===== config.mk =====
export PLATFORM = sky130hd
export DESIGN_NAME = fetch_unit_ras
export DESIGN_NICKNAME = d
export VERILOG_FILES = /design/src/rtl/fetch_pkg.sv /design/src/rtl/return_addr_stack.sv /design/src/rtl/fetch_unit_ras.sv
export SDC_FILE = /design/constraint.sdc
export NUM_CORES = 1
export LEC_CHECK = 0
export BUFFER_PORTS_ARGS = -buffer_cell sky130_fd_sc_hd__clkbuf_2
export CORE_ASPECT_RATIO = 1.75
export CORE_MARGIN = 1.5
export CORE_UTILIZATION = 45
export CTS_CLUSTER_DIAMETER = 50
export DETAILED_ROUTE_END_ITERATION = 8
export HOLD_SLACK_MARGIN = 0.05
export PLACE_DENSITY = 0.66
export SLEW_MARGIN = 30
export SYNTH_ARGS = -nofsm -noshare
export SYNTH_HDL_FRONTEND = slang
export SYNTH_SLANG_ARGS = --single-unit
export TNS_END_PERCENT = 5

===== constraint.sdc =====
create_clock -name clk -period 6.75 [get_ports clk]
set_input_delay 0.675 -clock clk [delete_from_list [all_inputs] [get_ports clk]]
set_output_delay 0.675 -clock clk [all_outputs]
set_load 0.005 [all_outputs]

===== src/rtl/fetch_pkg.sv =====
// Shared fetch-stage types: PC source select and the bubble instruction.
package fetch_pkg;

    typedef enum logic [2:0] {
        PC_SEQ,
        PC_BRANCH,
        PC_JUMP,
        PC_CALL,
        PC_RET
    } pc_src_e;

    localparam logic [31:0] NOP_INSTR = 32'h0000_0000;

endpackage


===== src/rtl/return_addr_stack.sv =====
// Circular return-address stack with saturating occupancy count and sticky
// overflow/underflow flags. Pop wins when push and pop coincide.
module return_addr_stack #(
    parameter int XLEN      = 32,
    parameter int RAS_DEPTH = 8
) (
    input  logic            clk_i,
    input  logic            rst_ni,
    input  logic            push_i,
    input  logic            pop_i,
    input  logic [XLEN-1:0] push_data_i,
    output logic [XLEN-1:0] top_o,
    output logic            empty_o,
    output logic            full_o,
    output logic            overflow_o,
    output logic            underflow_o
);
    localparam int PW = $clog2(RAS_DEPTH);
    localparam int CW = $clog2(RAS_DEPTH + 1);

    logic [XLEN-1:0] mem_q [RAS_DEPTH];
    logic [PW-1:0]   ptr_q, ptr_d;
    logic [CW-1:0]   cnt_q, cnt_d;
    logic            ovf_q, ovf_d, udf_q, udf_d;
    logic            push_en;

    assign push_en     = push_i & ~pop_i;
    assign empty_o     = (cnt_q == '0);
    assign full_o      = (cnt_q == CW'(RAS_DEPTH));
    assign top_o       = mem_q[ptr_q - PW'(1)];
    assign overflow_o  = ovf_q;
    assign underflow_o = udf_q;

    always_comb begin
        ptr_d = ptr_q;
        cnt_d = cnt_q;
        ovf_d = ovf_q;
        udf_d = udf_q;
        if (pop_i) begin
            if (empty_o) begin
                udf_d = 1'b1;
            end else begin
                ptr_d = ptr_q - PW'(1);
                cnt_d = cnt_q - CW'(1);
            end
        end else if (push_i) begin
            // Pointer always advances; when full this overwrites the oldest entry.
            ptr_d = ptr_q + PW'(1);
            if (full_o) ovf_d = 1'b1;
            else        cnt_d = cnt_q + CW'(1);
        end
    end

    always_ff @(posedge clk_i or negedge rst_ni) begin
        if (!rst_ni) begin
            ptr_q <= '0;
            cnt_q <= '0;
            ovf_q <= 1'b0;
            udf_q <= 1'b0;
        end else begin
            ptr_q <= ptr_d;
            cnt_q <= cnt_d;
            ovf_q <= ovf_d;
            udf_q <= udf_d;
        end
    end

    // Entry storage needs no reset; only the count defines validity.
    always_ff @(posedge clk_i) begin
        if (push_en) mem_q[ptr_q] <= push_data_i;
    end

endmodule


===== src/rtl/fetch_unit_ras.sv =====
// Fetch stage: PC register, redirect selection (ret > call > jump > branch)
// and the fetch-to-decode register, with a return-address stack for calls.
module fetch_unit_ras
    import fetch_pkg::*;
#(
    parameter int              XLEN      = 32,
    parameter int              RAS_DEPTH = 8,
    parameter logic [XLEN-1:0] RESET_PC  = '0
) (
    input  logic            clk,
    input  logic            reset,
    output logic [XLEN-1:0] imem_addr,
    input  logic [XLEN-1:0] imem_rdata,
    input  logic            jump_en,
    input  logic            branch_en,
    input  logic            call_en,
    input  logic            ret_en,
    input  logic [XLEN-1:0] jump_addr,
    input  logic [XLEN-1:0] branch_addr,
    input  logic [XLEN-1:0] call_addr,
    output logic            out_valid,
    output logic [XLEN-1:0] out_instr,
    output logic [XLEN-1:0] out_pc,
    output logic [XLEN-1:0] out_pc4,
    input  logic            out_ready,
    output logic            ras_overflow,
    output logic            ras_underflow
);
    pc_src_e         pc_src;
    logic            advance;
    logic [XLEN-1:0] pc_q, pc_d, instr_q, instr_d, opc_q, opc_d, opc4_q, opc4_d;
    logic            vld_q, vld_d;
    logic [XLEN-1:0] ras_top;
    logic            ras_empty;

    return_addr_stack #(.XLEN(XLEN), .RAS_DEPTH(RAS_DEPTH)) u_ras (
        .clk_i       (clk),
        .rst_ni      (reset),
        .push_i      (call_en & ~ret_en),
        .pop_i       (ret_en),
        .push_data_i (opc4_q),
        .top_o       (ras_top),
        .empty_o     (ras_empty),
        .full_o      (),
        .overflow_o  (ras_overflow),
        .underflow_o (ras_underflow)
    );

    assign advance = ~vld_q | out_ready;

    always_comb begin
        pc_src = PC_SEQ;
        if      (ret_en)    pc_src = PC_RET;
        else if (call_en)   pc_src = PC_CALL;
        else if (jump_en)   pc_src = PC_JUMP;
        else if (branch_en) pc_src = PC_BRANCH;
    end

    always_comb begin
        pc_d    = pc_q;
        vld_d   = vld_q;
        instr_d = instr_q;
        opc_d   = opc_q;
        opc4_d  = opc4_q;
        case (pc_src)
            PC_RET:    pc_d = ras_empty ? RESET_PC : ras_top;
            PC_CALL:   pc_d = call_addr;
            PC_JUMP:   pc_d = jump_addr;
            PC_BRANCH: pc_d = branch_addr;
            default:   ;
        endcase
        // A redirect kills the in-flight slot regardless of decode backpressure.
        if (pc_src != PC_SEQ) begin
            vld_d   = 1'b0;
            instr_d = XLEN'(NOP_INSTR);
        end else if (advance) begin
            vld_d   = 1'b1;
            instr_d = imem_rdata;
            opc_d   = pc_q;
            opc4_d  = pc_q + XLEN'(4);
            pc_d    = pc_q + XLEN'(4);
        end
    end

    always_ff @(posedge clk or negedge reset) begin
        if (!reset) begin
            pc_q    <= RESET_PC;
            vld_q   <= 1'b0;
            instr_q <= '0;
            opc_q   <= '0;
            opc4_q  <= '0;
        end else begin
            pc_q    <= pc_d;
            vld_q   <= vld_d;
            instr_q <= instr_d;
            opc_q   <= opc_d;
            opc4_q  <= opc4_d;
        end
    end

    assign imem_addr = pc_q;
    assign out_valid = vld_q;
    assign out_instr = instr_q;
    assign out_pc    = opc_q;
    assign out_pc4   = opc4_q;

endmodule


==> reports/summary.txt <==
CLOCK TREE
---------------------------------------------------------------------------------
Register clock-pin slew on the reported worst setup and hold paths        0.07 ns
Root buffer selected by CTS                                             clkbuf_16
Worst-skew pair later-pin latency                                         0.53 ns
CTS H-tree depth                                                                2
Number of sinks on the clock net                                              392
CTS Hold Buffers Added                                                          0
# Post-CTS Setup Buffers                                                        0
CTS tree                                                                     done
# resized after CTS                                                             0
Max clock buf depth                                                             3
Clock buffers created by TritonCTS                                             34

POWER AND IR DROP
---------------------------------------------------------------------------------
Leakage power figure                                                      7.77 nW
Overall power                                                             8.27 mW
Largest voltage drop on the vdd net                                      0.204 mV
Power density of the placed cells                                      424 nW/µm²

TIMING
---------------------------------------------------------------------------------
Slew Limit Fails                                                                0
Unrepaired setup endpoints after global routing                                no
Final period demand of the worst path                                     3.74 ns
Worst path setup slack after routing                                      3.01 ns
Transition time at the pin with the least slew margin                    0.937 ns
Final number of hold-violating endpoints                                        0
Setup total negative slack                                                   0 ns
Post-route clock period utilization                                         0.553
Final setup skew                                                        0.0186 ns
Setup-failing EPs final                                                         0
Max Clock Freq                                                          0.268 GHz
Worst-case headroom to the max-slew limit                                   0.375

GLOBAL ROUTING
---------------------------------------------------------------------------------
Final global-route overflow total                                               0
GR Util All Layers                                                          0.221
Maximum number of pins on one net before global-route repair                   98
First-pass GRT wire length                                                63.6 mm
Initial antenna violation count                                                 0
Via count of the first global-routing pass                                  10.7k

SYNTH
---------------------------------------------------------------------------------
Average footprint of a synthesized cell                                  13.5 µm²
Number of synthesized flops with an enable pin                                256
Share of Yosys cell area claimed by the top area cell type                  0.464
Distinct cell type count of the synthesized netlist                            56
Biggest area contributors in the synthesized netlist                 edfxtp_1, dfrtp_1, mux4_2
Synthesized instance count                                                  1,227
Library cell occupying the most area in the post-synthesis netlist       edfxtp_1
Flip-flop cell with the highest count after synthesis                    edfxtp_1
Sequential area share after synthesis                                       0.669
Net count of the mapped netlist                                             1,368
Yosys warning count                                                             0
Register bit total from synthesis                                             392
Syn Std Cell Area                                                      16,600 µm²
Async set or reset register ratio after synthesis                           0.347

PLACE
---------------------------------------------------------------------------------
Number of port buffers                                                        265
Placer's final routability congestion estimate                              0.841
Post-Place Cells                                                            1,896
Detailed Place HPWL                                                       27.8 mm
Placement Setup Slack                                                     2.84 ns

DRT
---------------------------------------------------------------------------------
Total wire length                                                         41.8 mm
Initial DRT Pass Iterations                                                     8
Number of antenna-violating nets in the routed design                           0
DRC violation total after the first TritonRoute iteration                     699
DRC                                                                             0
Routed WL per cell                                                        21.4 µm
DR vias/cell                                                                 5.50
DR vias                                                                     10.8k

CELLS AND AREA
---------------------------------------------------------------------------------
Area grow syn2layout                                                        17.7%
Number of fillers in the final layout                                       2,970
Post-route insts no fill                                                    1,956
Area of combinational cells with multiple inputs                         5100 µm²
Area used by sequential logic in the layout                            11,100 µm²
Layout Nets                                                                 1,603
End-of-flow core utilization                                                0.539
Ant diodes                                                                      0
Fraction of layout cells with a size suffix above 1                         0.293

FLOORPLAN
---------------------------------------------------------------------------------
I/O pins                                                                      266
Die Y                                                                      257 µm
Area of the core region                                                36,100 µm²
Effective utilization at floorplan                                          0.458
Std-Cell Rows                                                                  92
Die X                                                                      148 µm
Die area                                                               38,000 µm²

WORST SETUP PATH
---------------------------------------------------------------------------------
Kind of end point of the critical path                                       flop
Worst path arrival time                                                   4.11 ns
Biggest fanout along the worst timing path                                     29
Worst setup path class                                                    reg2reg
Kind of start point of the critical path                                     flop
WP data required                                                          7.12 ns

JOB
---------------------------------------------------------------------------------
Max-capacitance violation count                                                 0

HOLD PATH
---------------------------------------------------------------------------------
Type of the most critical hold path                                      in2async

STATUS
---------------------------------------------------------------------------------
Status                                                               complete, no violations

[placed cells by master, fill, tap and decap left out, types with 17 or more instances in the layout]
cell type	synthesis	layout
o21ai_0	48	48
nor3_1	21	17
xnor2_1	45	44
edfxtp_1	256	256
dfrtp_1	136	135
nor2_1	20	18
a21oi_1	98	98
nand2_1	300	300
clkbuf_16	0	39
clkbuf_2	1	264
buf_4	8	23
mux4_2	63	63
[worst paths after layout]
check / startpoint / end / slack [ns] / cells after the start
max: u_ras.ptr_q[0] / imem_addr[11] / 3.01 / 7
min: reset / out_pc4[29] / 0.15 / 1
max reg2reg: u_ras.ptr_q[0] / imem_addr[11] / 3.01 / 7
min reg2reg: out_pc[10] / out_pc[10] / 0.48 / 2
max in group asynchronous: reset / out_instr[24] / 5.33 / 2
min in group clk: imem_rdata[2] / out_instr[2] / 0.36 / 3
[worst max-delay path, cell delays in order, from the launching register on]
cell and delay (ns):
dfrtp_4 0.82, clkinv_1 0.41, ha_2 0.35, xor2_2 0.73
buf_4 0.44, mux4_2 0.55, mux2i_1 0.16, o221ai_1 0.12
[sequential cells by signal, summed over array words and instances, names as in the netlist]
signal and flops:
u_ras.mem_q 256, out_instr 32, u_ras.underflow_o 1, u_ras.ptr_q 3, out_pc 32, u_ras.cnt_q 4
out_pc4 30, imem_addr 32, u_ras.overflow_o 1, out_valid 1
[power breakdown]
group	switching [mW]	internal [mW]	leakage (nW)	total, mW
Sequential	0.630	3.15	4.09	3.78
Clock	0.868	1.18	0.566	2.05
Combinational	1.31	1.13	3.11	2.44
[logic make-up after synthesis]
family                     after synthesis  share of synthesized area
xor gates and xnor gates                61                     0.0327
AOI/OAI and AO/OA                      208                     0.0742
and+or+nand+nor                        395                      0.104
buffers and inverters                  100                     0.0280
muxes                                   65                     0.0868
DFF                                    392                      0.669
adders and majority gates                6                    0.00498
[layer usage]
metal  wire length [µm]  global-route usage
met1              16100               0.271
met2              21800               0.390
met3               2460              0.0351
met4               1480              0.0855
met5                  0                   0
[synthesized netlist by cell type (all sizes together), types with 2 or more instances]
cell     instances
xnor2           45
a31oi            3
nor2b            2
o22a             2
xor2            16
nor2            20
clkinv           2
and2             2
and4             5
mux2i            2
a221oi           2
nand3            9
nor4            11
a21o             2
a21oi           98
inv              9
edfxtp         256
a2bb2oi         10
and3             3
mux4            63
nand2          301
ha               5
o211ai           2
a222oi          14
o22ai           15
nand4           10
clkbuf          38
dfrtp          136
nand2b           4
nor3            26
buf             51
o21ai           51
[final cells by class]
type / instances / share of cell area
Multi-Input combinational cell: 735 / 0.262
Tap cell: 470 / 0.0302
Clock buffer: 46 / 0.0521
Timing Repair Buffer: 288 / 0.0772
Inverter: 11 / 0.00212
Clock inverter: 14 / 0.00783
Sequential cell: 392 / 0.569
[stage by stage]
step	hold WS (ns)	cell area (µm²)
after detailed placement	0.459	18300
after global placement	0.456	18300
after global routing	0.213	19500
after CTS	0.168	19500
after floorplan	0.379	16600
final	0.151	19500
Power figures use the tool's default switching activity.
